<file path="src/rtl/uart_rx_fifo.sv">
// uart_rx_fifo: 16x-oversampled 8N1 UART receiver feeding a small ready/valid byte FIFO.
// Define UART_RX_PARITY_EN to add a parity bit check (PARITY_ODD selects odd parity).
module uart_rx_fifo #(
  parameter int CLK_FREQ   = 50_000_000,
  parameter int BAUD       = 115_200,
  parameter int OVERSAMPLE = 16,
  parameter int FIFO_DEPTH = 4
`ifdef UART_RX_PARITY_EN
  ,
  parameter bit PARITY_ODD = 1'b0
`endif
) (
  input  logic       clock,
  input  logic       reset,
  input  logic       io_rx,
  output logic       io_deq_valid,
  input  logic       io_deq_ready,
  output logic [7:0] io_deq_bits,
  output logic       io_frame_err,
  output logic       io_overrun,
`ifdef UART_RX_PARITY_EN
  output logic       io_parity_err,
`endif
  output logic       io_busy
);

  localparam int DIV_RAW = CLK_FREQ / (BAUD * OVERSAMPLE);
  localparam int DIV     = (DIV_RAW < 1) ? 1 : DIV_RAW;
  localparam int DCW     = (DIV > 1) ? $clog2(DIV) : 1;
  localparam int SCW     = $clog2(OVERSAMPLE);
  localparam int AW      = $clog2(FIFO_DEPTH);
  localparam int PW      = AW + 1;

  localparam logic [DCW-1:0] DIV_LAST = DCW'(DIV - 1);
  localparam logic [SCW-1:0] SC_HALF  = SCW'(OVERSAMPLE / 2 - 1);
  localparam logic [SCW-1:0] SC_LAST  = SCW'(OVERSAMPLE - 1);

  typedef enum logic [2:0] {
    S_IDLE,
    S_START,
    S_DATA,
`ifdef UART_RX_PARITY_EN
    S_PARITY,
`endif
    S_STOP
  } state_t;

  state_t           r_state;
  logic             r_rx_meta;
  logic             r_rx_s;
  logic [DCW-1:0]   r_div_cnt;
  logic [SCW-1:0]   r_scnt;
  logic [2:0]       r_idx;
  logic [7:0]       r_shift;
  logic             r_push;
  logic [7:0]       r_push_data;
  logic             r_frame_err;
  logic             r_overrun;
`ifdef UART_RX_PARITY_EN
  logic             r_par_bad;
  logic             r_parity_err;
`endif

  logic [7:0]       r_mem [FIFO_DEPTH];
  logic [PW-1:0]    r_wptr;
  logic [PW-1:0]    r_rptr;

  logic             w_tick;
  logic             w_start_entry;
  logic             w_empty;
  logic             w_full;
  logic             w_pop;
  logic             w_push_ok;

  // The line idles high, so the synchronizer also resets high to avoid a false start bit.
  always_ff @(posedge clock or posedge reset) begin
    if (reset) begin
      r_rx_meta <= 1'b1;
      r_rx_s    <= 1'b1;
    end else begin
      r_rx_meta <= io_rx;
      r_rx_s    <= r_rx_meta;
    end
  end

  assign w_start_entry = (r_state == S_IDLE) && !r_rx_s;
  assign w_tick        = (r_div_cnt == DIV_LAST);

  // Restarting the divider on a start edge keeps the bit-centre samples aligned to the edge.
  always_ff @(posedge clock or posedge reset) begin
    if (reset) begin
      r_div_cnt <= '0;
    end else if (w_start_entry || w_tick) begin
      r_div_cnt <= '0;
    end else begin
      r_div_cnt <= r_div_cnt + 1'b1;
    end
  end

  always_ff @(posedge clock or posedge reset) begin
    if (reset) begin
      r_state      <= S_IDLE;
      r_scnt       <= '0;
      r_idx        <= '0;
      r_shift      <= '0;
      r_push       <= 1'b0;
      r_push_data  <= '0;
      r_frame_err  <= 1'b0;
`ifdef UART_RX_PARITY_EN
      r_par_bad    <= 1'b0;
      r_parity_err <= 1'b0;
`endif
    end else begin
      r_push      <= 1'b0;
      r_frame_err <= 1'b0;
`ifdef UART_RX_PARITY_EN
      r_parity_err <= 1'b0;
`endif
      case (r_state)
        S_IDLE: begin
          if (!r_rx_s) begin
            r_state <= S_START;
            r_scnt  <= '0;
          end
        end
        S_START: begin
          if (w_tick) begin
            if (r_scnt == SC_HALF) begin
              r_scnt  <= '0;
              r_idx   <= '0;
              r_state <= r_rx_s ? S_IDLE : S_DATA;
            end else begin
              r_scnt <= r_scnt + 1'b1;
            end
          end
        end
        S_DATA: begin
          if (w_tick) begin
            if (r_scnt == SC_LAST) begin
              r_scnt         <= '0;
              r_shift[r_idx] <= r_rx_s;
              r_idx          <= r_idx + 1'b1;
              if (r_idx == 3'd7) begin
`ifdef UART_RX_PARITY_EN
                r_state <= S_PARITY;
`else
                r_state <= S_STOP;
`endif
              end
            end else begin
              r_scnt <= r_scnt + 1'b1;
            end
          end
        end
`ifdef UART_RX_PARITY_EN
        S_PARITY: begin
          if (w_tick) begin
            if (r_scnt == SC_LAST) begin
              r_scnt    <= '0;
              r_par_bad <= (^r_shift) ^ r_rx_s ^ PARITY_ODD;
              r_state   <= S_STOP;
            end else begin
              r_scnt <= r_scnt + 1'b1;
            end
          end
        end
`endif
        S_STOP: begin
          if (w_tick) begin
            if (r_scnt == SC_LAST) begin
              r_scnt      <= '0;
              r_state     <= S_IDLE;
              r_push_data <= r_shift;
              r_frame_err <= !r_rx_s;
`ifdef UART_RX_PARITY_EN
              r_parity_err <= r_par_bad;
              r_push       <= r_rx_s && !r_par_bad;
`else
              r_push       <= r_rx_s;
`endif
            end else begin
              r_scnt <= r_scnt + 1'b1;
            end
          end
        end
        default: r_state <= S_IDLE;
      endcase
    end
  end

  assign w_empty   = (r_wptr == r_rptr);
  assign w_full    = (r_wptr[AW] != r_rptr[AW]) && (r_wptr[AW-1:0] == r_rptr[AW-1:0]);
  assign w_pop     = !w_empty && io_deq_ready;
  assign w_push_ok = r_push && (!w_full || w_pop);

  // A simultaneous pop frees the slot the write lands in, so a full FIFO can still accept.
  always_ff @(posedge clock or posedge reset) begin
    if (reset) begin
      r_wptr    <= '0;
      r_rptr    <= '0;
      r_overrun <= 1'b0;
      for (int i = 0; i < FIFO_DEPTH; i++) begin
        r_mem[i] <= '0;
      end
    end else begin
      r_overrun <= r_push && w_full && !w_pop;
      if (w_push_ok) begin
        r_mem[r_wptr[AW-1:0]] <= r_push_data;
        r_wptr                <= r_wptr + 1'b1;
      end
      if (w_pop) begin
        r_rptr <= r_rptr + 1'b1;
      end
    end
  end

  assign io_deq_valid = !w_empty;
  assign io_deq_bits  = r_mem[r_rptr[AW-1:0]];
  assign io_frame_err = r_frame_err;
  assign io_overrun   = r_overrun;
  assign io_busy      = (r_state != S_IDLE);
`ifdef UART_RX_PARITY_EN
  assign io_parity_err = r_parity_err;
`endif

endmodule

</file>
<file path="config.mk">
export PLATFORM = sky130hd
export DESIGN_NAME = uart_rx_fifo
export DESIGN_NICKNAME = d
export VERILOG_FILES = /design/src/rtl/uart_rx_fifo.sv
export SDC_FILE = /design/constraint.sdc
export NUM_CORES = 1
export LEC_CHECK = 0
export ABC_CLOCK_PERIOD_IN_PS = 2500
export CAP_MARGIN = 10
export CORE_MARGIN = 4
export CORE_UTILIZATION = 40
export CTS_BUF_LIST = sky130_fd_sc_hd__clkbuf_8
export CTS_CLUSTER_DIAMETER = 200
export DETAILED_ROUTE_END_ITERATION = 12
export PLACE_DENSITY = 0.56
export SYNTH_ARGS = -nofsm -noshare
export SYNTH_HDL_FRONTEND = slang
export SYNTH_SLANG_ARGS = --single-unit
</file>
<file path="constraint.sdc">
create_clock -name clock -period 2.5 [get_ports clock]
set_input_delay 0.375 -clock clock [delete_from_list [all_inputs] [get_ports clock]]
set_output_delay 0.375 -clock clock [all_outputs]
set_load 0.01 [all_outputs]
</file>
==> metrics.cfg, run 1 <==
[status]
status=finished, final reports clean

[hold_path]
worst_hold_path_type=primary input to asynchronous set/reset pin

[grt]
use_met1=0.162
antenna_found_initial=0
grt_max_degree=58
grtUsageTotal=0.125
met2_usage=0.194
grtUsageMet3=0.0400
grt_pass1_wl_um=9730
grt_pass1_vias=2023
top_usage_layer=met2
gr-total-overflow=0

[clock_network]
numCtsBuffers=9
cts.sinks=73
cts.repair.resized=0
cts_tree=yes
clk_pin_slew_ns=0.08
cts_hold_buf=0
clock_tree.root_cell=clkbuf_8
htree_levels=3
post_cts_buffers=0
clock_latency_ns=0.35
cts_buffer_depth=2

[power]
leakage_nw=1.78
power_density_nw_per_um2=640
irDropWorstVdd_mv=0.311

[yosys]
yosysWarnings=0
synth_compound_area_frac=0.0249
synthSimpleGateAreaFrac=0.114
synth.most_common_cell=dfrtp_1
synth_area_um2=3360
seq_area_frac_synth=0.544
synth_area_leaders=dfrtp_1 53%, mux2_2 17%, mux4_2 5.4%, ha_1 3.7%, nand3_1 1.9%
synthMuxAreaShare=0.227
syn_nets=260
synth_flop_cell=dfrtp_1
synth_area_leader_cell=dfrtp_1
syn_inst=246
synth_xor_area_frac=0.0286
synthTopCellsByCount=71 x dfrtp_1, 51 x mux2_2, 13 x nand3_1, 13 x nor2_1, 12 x nand2_1
synth_top_family_by_area=multiplexers
synth-seq-cells=73
yosysUniqueCellTypes=39
synth_top_area_frac=0.528
synth_adder_area_share=0.0372
synth_edf_count=0
syn_area_per_cell_um2=13.7
async_reset_ff_frac=1.00

[detailed_routing]
wl_per_cell_um=14.7
drt_iter0_markers=65
drc_errors=0
routed_wl_um=5510
dr.pass1.iters=4
vias=1923
viasPerCell=5.11
final_antenna_net_count=0

[finish]
area_delta_synth_final_pct=13.8
regArea_um2=1830
stdcell_area_um2=3830
multiInputGateArea_um2=1450
final_core_util=0.466
nNetsFinal=280
n_antenna_cell=0
drive_gt1_frac=0.336
num-fill-cells=725
stdcell_count=376

[timing]
timing.fmax_mhz=429
hold_viol_final=0
setup_viol=0
slew_headroom=0.641
skew_ns=0.0153
tightest_slew_ns=0.538
layout_min_cycle_time_ns=2.33
holdWs_ns=0.326
slew_violations=0
rsz0062_at_grt=no
fin_setup_tns_ns=0
fin_crit_sh=0.932

[floorplan]
coreArea_um2=8220
rows=33
fp.dieW_um=99.7
die_y_um=99.7
ios=16
start_util=0.409
dieArea_um2=9940

[critical_path]
cpMaxStageDelayCell=dfrtp_1
r2r_setup_slack_ns=0.40
critPathKind=flip-flop to output port
cp-start-kind=flip-flop
end_kind=output port
critical_path.cell_chain=xnor2_1 > and2_1 > nand2_1 > clkdlybuf4s50_1
cp.required_ns=2.12
crit_fanout=11
cpPeakStageDelay_ns=0.67
cp.arrival_ns=1.96

[place]
io_buffers=15
placed_area_um2=3620
gp_congestion=0.783
dp_hpwl_um=3840
dp.cells=360

[flow_run]
cap_violations=0

routing by layer:
metal  wire [um]  part of all wire  vias to the layer above
li1            -                 -                      936
met1        2710              0.49                      949
met2        2510              0.45                       28
met3         176             0.032                       10
met4         114             0.021                        0
met5           0                 0                        -
per-stage QoR:
step           setup slack [ns]  power, W
2_1_floorplan             0.275   0.00149
3_3_place_gp              0.449   0.00156
3_5_place_dp              0.436   0.00156
4_1_cts                   0.131   0.00250
5_1_grt                  0.0233   0.00257
6_report                  0.169   0.00245
where the power goes:
part           internal (W)  switching, W
combinational      0.000137      0.000133
sequential          0.00121     0.0000520
clock              0.000469      0.000449
total               0.00181      0.000634
final cells by class:
class / instances / area share
Sequential cell: 73 / 0.478
Multi-Input combinational cell: 156 / 0.380
Timing Repair Buffer: 17 / 0.0464
Tap cell: 105 / 0.0343
Clock buffer: 9 / 0.0324
Clock inverter: 7 / 0.0206
Inverter: 9 / 0.00883
worst max-delay path, delay by kind of cell (launching register included):
kind | cells | cell delay (ns)
XOR/XNOR | 1 | 0.16
flip-flops | 1 | 0.67
AND/OR/NAND/NOR | 2 | 0.26
buffers and inverters | 1 | 0.52
kinds of logic after synthesis:
logic type / Yosys count
adder cells (fa/ha/maj): 10
buffers and inverters: 17
XOR/XNOR: 11
flip-flops: 73
AO/OA/AOI/OAI: 11
multiplexers: 60
AND/OR/NAND/NOR: 64
state kept, by name (all words and copies together) (netlist names):
register / cells
r_scnt: 4
r_rx_meta: 1
r_state: 2
r_wptr: 3
r_rx_s: 1
r_rptr: 3
r_shift: 8
io_frame_err: 1
r_div_cnt: 5
r_push: 1
r_mem: 32
r_idx: 3
r_push_data: 8
io_overrun: 1
final timing paths:
path / start / to / cells past startpoint
setup / recovery: r_rptr[1] / io_deq_valid / 4
hold / removal: reset / io_overrun / 2
max in group asynchronous: reset / r_rx_s / 3
min in group clock: r_rx_meta / r_rx_s / 0
hold reg to reg: r_rx_meta / r_rx_s / 0
setup reg to reg: r_div_cnt[0] / r_push_data[2] / 6
cells in the final DEF, fill, tap and decap left out, drive strengths merged, types with 4 or more instances in the layout:
| master | netlist | layout |
|---|---|---|
| xnor2 | 7 | 7 |
| ha | 10 | 10 |
| inv | 9 | 10 |
| dfrtp | 71 | 71 |
| xor2 | 4 | 4 |
| nand3 | 17 | 17 |
| nor2 | 14 | 14 |
| mux4 | 8 | 8 |
| clkbuf | 2 | 9 |
| nand4 | 4 | 4 |
| mux2 | 51 | 51 |
| nand2 | 12 | 12 |
| clkinv | 0 | 5 |
| clkdlybuf4s50 | 0 | 15 |
Note: power is estimated with default switching activity, not from simulation.
==> run 2, diff against run 1 <==
--- a/config.mk
+++ b/config.mk
@@ -8,11 +8,11 @@
 export ABC_CLOCK_PERIOD_IN_PS = 2500
 export CAP_MARGIN = 10
 export CORE_MARGIN = 4
-export CORE_UTILIZATION = 40
+export CORE_UTILIZATION = 35
 export CTS_BUF_LIST = sky130_fd_sc_hd__clkbuf_8
 export CTS_CLUSTER_DIAMETER = 200
 export DETAILED_ROUTE_END_ITERATION = 12
-export PLACE_DENSITY = 0.56
+export PLACE_DENSITY = 0.5
 export SYNTH_ARGS = -nofsm -noshare
 export SYNTH_HDL_FRONTEND = slang
 export SYNTH_SLANG_ARGS = --single-unit
==> run 2 against run 1 <==
  * Sequential cell count did not move
  * Critical endpoint is now io_deq_bits[7]
  * Core utilization decreased by 5.4 points
  * Largest power group unchanged
  * Clock power fell by 13%
  * First-iteration DRC count down 54%
  * Wire length grew 3.7%
  * Critical path depth fell by 1
==> metrics.cfg, run 2 (synthesized netlist as in run 1, its figures left out) <==
[status]
status=finished, final reports clean

[finish]
max_flop_register=r_mem
drive_gt1_frac=0.332  ; -0.00369
largest_register_ffs=32  ; unchanged
stdcell_area_um2=3820  ; about the same
final_cell_mix=71 x dfrtp_1, 51 x mux2_2, 15 x clkdlybuf4s50_1
area_delta_synth_final_pct=13.7  ; about the same
n_antenna_cell=0  ; unchanged
final_common_cell=dfrtp_1
num-fill-cells=897  ; +24%
top_regs=r_mem x32, r_push_data x8, r_shift x8
nNetsFinal=280  ; unchanged

[timing]
setup_viol=0  ; unchanged
tightest_slew_ns=0.499  ; -0.0397 ns
hold_viol_final=0  ; unchanged
skew_ns=0.00832  ; -0.00701 ns
layout_min_cycle_time_ns=2.32  ; -0.00929 ns
slew_violations=0  ; unchanged
fin_crit_sh=0.929  ; -0.00372
slew_headroom=0.668  ; +0.0268
rsz0062_at_grt=no
fin_setup_tns_ns=0  ; unchanged
timing.fmax_mhz=431  ; +0.40%

[grt]
grt_pass1_wl_um=10200  ; +5.0%
grt_max_degree=74  ; +28%
grtUsageTotal=0.115  ; -0.00995
gr-total-overflow=0  ; unchanged
grt_pass1_vias=1999  ; -1.2%
antenna_found_initial=0  ; unchanged

[critical_path]
end_kind=output port
critPathKind=flip-flop to output port
critical_path.cell_chain=buf_4 > mux4_2 > clkdlybuf4s50_1
cp-start-kind=flip-flop
r2r_setup_slack_ns=0.44  ; +0.04 ns
cp.required_ns=2.12  ; about the same
crit_fanout=11  ; unchanged
cpMaxStageDelayCell=mux4_2
cp.arrival_ns=1.95  ; about the same
cpPeakStageDelay_ns=0.53  ; -0.14 ns

[floorplan]
die_y_um=106  ; +6.4%
coreArea_um2=9280  ; +13%
dieArea_um2=11200  ; +13%
ios=16  ; unchanged
fp.dieW_um=106  ; +6.4%
start_util=0.362  ; -0.0471
rows=35  ; +6.1%

[place]
dp_hpwl_um=3880  ; +1.0%
placed_area_um2=3650  ; +0.83%
io_buffers=15  ; unchanged
gp_congestion=0.790  ; +0.97%

[clock_network]
clock_tree.root_cell=clkbuf_8
cts_hold_buf=0  ; unchanged
cts.repair.resized=0  ; unchanged
clock_latency_ns=0.34  ; about the same
cts.sinks=73  ; unchanged
cts_tree=yes
post_cts_buffers=0  ; unchanged
numCtsBuffers=9  ; unchanged
cts_buffer_depth=2  ; unchanged
clk_pin_slew_ns=0.08  ; about the same
htree_levels=3  ; unchanged

[flow_run]
cap_violations=0  ; unchanged

[detailed_routing]
drt_iter0_markers=30  ; -54%
routed_wl_um=5720  ; +3.7%
vias=1923  ; unchanged
drc_errors=0  ; unchanged
dr.pass1.iters=4  ; unchanged
final_antenna_net_count=0  ; unchanged
viasPerCell=4.81  ; -6.0%
wl_per_cell_um=14.3  ; -2.5%

[power]
irDropWorstVdd_mv=0.312  ; +0.31%
leakage_nw=1.77  ; -0.95%
swShare=0.269  ; +0.00942
switchingPower_w=0.000625  ; -1.5%
clockPowerShare=0.344  ; -0.031
power_w=0.00233  ; -4.9%
power_density_nw_per_um2=608  ; -4.9%
internal-power_w=0.00170  ; -6.1%
p_seq_frac=0.541  ; +0.026
comb_power_share=0.114  ; +0.004

[hold_path]
worst_hold_path_type=flip-flop to flip-flop

## run 2: changes by cell type in the layout (fill, tap and decap cells not counted)
cell | before | now
clkinv_2 | 1 | 2
inv_1 | 8 | 9
clkinvlp_4 | 0 | 2
bufinv_16 | 1 | 0
clkinv_4 | 4 | 1
## run 2: layout make-up
class / count / area [um2] / share of cell area
Inverter: 9 / 33.8 / 0.00883
Clock buffer: 9 / 124 / 0.0324
Multi-Input combinational cell: 156 / 1450 / 0.380
Sequential cell: 73 / 1830 / 0.478
Timing Repair Buffer: 17 / 178 / 0.0465
Tap cell: 129 / 161 / 0.0422
Clock inverter: 7 / 46.3 / 0.0121
## run 2: per-stage QoR
step	setup slack (ns)	cells	util	hold WS (ns)
after floorplan	0.275	246	-	0.345
after global placement	0.439	384	0.394	0.345
after detailed placement	0.427	384	0.394	0.347
after CTS	0.121	400	0.412	0.358
after global routing	0.0420	400	0.412	0.363
final	0.178	400	0.412	0.357
## run 2: worst paths after layout
kind,to,depth (start not counted),startpoint
worst max-delay path,io_deq_bits[7],3,r_rptr[0]
worst min-delay path,r_rx_s,0,r_rx_meta
worst max register to register,r_shift[3],6,r_div_cnt[0]
worst min register to register,r_rx_s,0,r_rx_meta
max in group asynchronous,r_rx_meta,3,reset
min in group asynchronous,r_wptr[0],3,reset
## run 2: per-layer routing
layer  share of wire  vias to the layer above  wire, um  track usage
met4           0.012                        0        66       0.0305
met5               0                        -         0            0
met3           0.044                        5       252       0.0401
met1            0.47                      962      2700        0.155
li1                -                      930         -            -
met2            0.47                       26      2690        0.177
## run 2: critical path, delay by kind of cell (launching register included)
family   cells  cell delay (ns)
mux          1             0.53
buf+inv      2             0.73
flops        1             0.34
## run 2: power groups by stage
stage,clock [W],combinational (W),sequential (W)
after detailed placement,0,0.000277,0.00129
after CTS,0.000849,0.000277,0.00126
after global placement,0,0.000276,0.00129
final,0.000801,0.000266,0.00126
after global routing,0.000888,0.000303,0.00127
after floorplan,0,0.000240,0.00125
==> run 3, diff against run 2 <==
--- a/config.mk
+++ b/config.mk
@@ -9,7 +9,7 @@
 export CAP_MARGIN = 10
 export CORE_MARGIN = 4
 export CORE_UTILIZATION = 35
-export CTS_BUF_LIST = sky130_fd_sc_hd__clkbuf_8
+export CTS_BUF_LIST = sky130_fd_sc_hd__clkbuf_16
 export CTS_CLUSTER_DIAMETER = 200
 export DETAILED_ROUTE_END_ITERATION = 12
 export PLACE_DENSITY = 0.5
==> constraint.sdc (replaced) <==
create_clock -name clock -period 2.5 [get_ports clock]
set_input_delay 0.5 -clock clock [delete_from_list [all_inputs] [get_ports clock]]
set_output_delay 0.5 -clock clock [all_outputs]
set_load 0.01 [all_outputs]
==> run 3 against run 2 <==
  * Count of clock-buffer cells in the layout stayed put
  * Cell count did not move
  * Wire length increased by 0.61%
  * Critical path depth is the same
  * Via count is 1.2% higher
  * Non-clock buffer count unchanged
  * Combinational power grew 4%
  * Clock skew is 0.0011 ns lower
  * Global-route usage fell by 0.16 points
  * Register-to-register slack is essentially flat
  * Core utilization rose by 1.4 points
  * Die area unchanged
  * Largest cell class unchanged
==> metrics.cfg, run 3 (synthesized netlist as in run 1, its figures left out) <==
[finish]
top_regs=r_mem x32, r_push_data x8, r_shift x8
max_flop_register=r_mem
drive_gt1_frac=0.332  ; unchanged
n_antenna_cell=0  ; unchanged
stdcell_area_um2=3960  ; +3.4%
area_delta_synth_final_pct=17.6
final_cell_mix=70 x dfrtp_1, 51 x mux2_2, 15 x clkdlybuf4s50_1
nNetsFinal=280  ; unchanged
stdcell_count=400  ; unchanged
final_common_cell=dfrtp_1
largest_register_ffs=32  ; unchanged

[critical_path]
cp-start-kind=flip-flop
cp.arrival_ns=1.90  ; -0.05 ns
cp.required_ns=2.00  ; -0.12 ns
crit_fanout=11  ; unchanged
critPathKind=flip-flop to output port
end_kind=output port

[detailed_routing]
drc_errors=0  ; unchanged
final_antenna_net_count=0  ; unchanged
drt_iter0_markers=35  ; +17%
wl_per_cell_um=14.4  ; +0.61%
routed_wl_um=5750  ; +0.61%
vias=1947  ; +1.2%
dr.pass1.iters=4  ; unchanged
viasPerCell=4.87  ; +1.2%

[power]
power_density_nw_per_um2=707  ; +16%
internal-power_w=0.00212  ; +25%
power_w=0.00280  ; +20%
irDropWorstVdd_mv=0.311  ; -0.23%
switchingPower_w=0.000672  ; +7.4%
leakage_nw=1.82  ; +3.1%
swShare=0.240  ; -0.0283
p_seq_frac=0.454  ; -0.087
comb_power_share=0.099  ; -0.015
clockPowerShare=0.447  ; +0.103

[floorplan]
coreArea_um2=9280  ; unchanged
rows=35  ; unchanged
dieArea_um2=11200  ; unchanged
die_y_um=106  ; unchanged
ios=16  ; unchanged
start_util=0.362  ; unchanged
fp.dieW_um=106  ; unchanged

[timing]
hold_viol_final=0  ; unchanged
tightest_slew_ns=0.465  ; -0.0339 ns
slew_violations=0  ; unchanged
skew_ns=0.00718  ; -0.00113 ns
slew_headroom=0.690  ; +0.0223
layout_min_cycle_time_ns=2.40  ; +0.0798 ns
timing.fmax_mhz=416  ; -3.3%
fin_setup_tns_ns=0  ; unchanged
setup_viol=0  ; unchanged
fin_crit_sh=0.961  ; +0.0319
rsz0062_at_grt=no

[clock_network]
clock_latency_ns=0.33  ; about the same
clk_pin_slew_ns=0.06  ; -0.02 ns
cts_buffer_depth=2  ; unchanged
clock_tree.root_cell=clkbuf_16
cts.sinks=73  ; unchanged
numCtsBuffers=9  ; unchanged
cts_tree=yes
htree_levels=3  ; unchanged
post_cts_buffers=0  ; unchanged

[hold_path]
worst_hold_path_type=flip-flop to flip-flop

[place]
gp_congestion=0.760  ; -3.8%
dp.cells=384  ; unchanged
dp_hpwl_um=3920  ; +1.1%
io_buffers=15  ; unchanged
placed_area_um2=3650  ; unchanged

[grt]
grt_max_degree=61  ; -18%
grt_pass1_wl_um=9960  ; -2.6%
gr-total-overflow=0  ; unchanged
grt_pass1_vias=1962  ; -1.9%
antenna_found_initial=0  ; unchanged
grtUsageTotal=0.113  ; -0.00163

[flow_run]
cap_violations=0  ; unchanged

[status]
status=finished, final reports clean

-- run 3: changes by cell type in the layout (fill, tap and decap cells not counted), sizes merged --
cell      change
clkinvlp      -1
bufinv        +1
clkinv        +2
inv           -2
-- run 3: metrics by stage --
step	utilization	setup WS [ns]	hold WS (ns)
2_1_floorplan	-	0.150	0.345
3_3_place_gp	0.394	0.356	0.347
3_5_place_dp	0.394	0.324	0.349
4_1_cts	0.426	0.0162	0.357
5_1_grt	0.426	0.00616	0.358
6_report	0.426	0.0984	0.356
-- run 3: worst paths after layout --
path / slack [ns] / startpoint / to / cells past startpoint
worst max-delay path: 0.1 / r_rptr[0] / io_deq_bits[2] / 3
worst min-delay path: 0.36 / r_rx_meta / r_rx_s / 0
worst max register to register: 0.45 / r_div_cnt[0] / r_shift[3] / 6
worst min register to register: 0.36 / r_rx_meta / r_rx_s / 0
max in group asynchronous: 1.38 / reset / r_rx_s / 3
min in group asynchronous: 0.45 / reset / r_scnt[2] / 2
-- run 3: final cells by class --
class	count	area [um2]
fillers	877	5330
flip-flops and latches	73	1830
multi-input cells	156	1450
clock buffers	9	225
repair buffers	17	181
well taps	129	161
clock inverters	7	71.3
inverters	9	33.8
-- run 3: what timing repair did --
| item | in CTS | in global routing |
|---|---|---|
| hold buffers | 0 | 0 |
| endpoints found under the setup margin | 1 | 9 |
| gates resized for setup | 1 | 1 |
-- run 3: per-layer routing --
metal / up-vias / global-route usage / share of wire
met5: - / 0 / 0
met4: 0 / 0.0361 / 0.012
met3: 7 / 0.0401 / 0.037
met2: 23 / 0.178 / 0.47
met1: 986 / 0.147 / 0.48
li1: 931 / - / -
-- run 3: worst max-delay path, cell delays in order, from the launching register on --
cell and delay [ns]:
dfrtp_1 0.34, buf_6 0.19, mux4_2 0.54, clkdlybuf4s50_1 0.49
-- run 3: power by group through the flow --
stage | Clock [W] | Sequential (W) | Combinational [W]
detailed placement | 0 | 0.00129 | 0.000283
floorplan | 0 | 0.00125 | 0.000240
global placement | 0 | 0.00129 | 0.000279
CTS | 0.00130 | 0.00127 | 0.000283
finish | 0.00125 | 0.00127 | 0.000276
global route | 0.00134 | 0.00128 | 0.000313
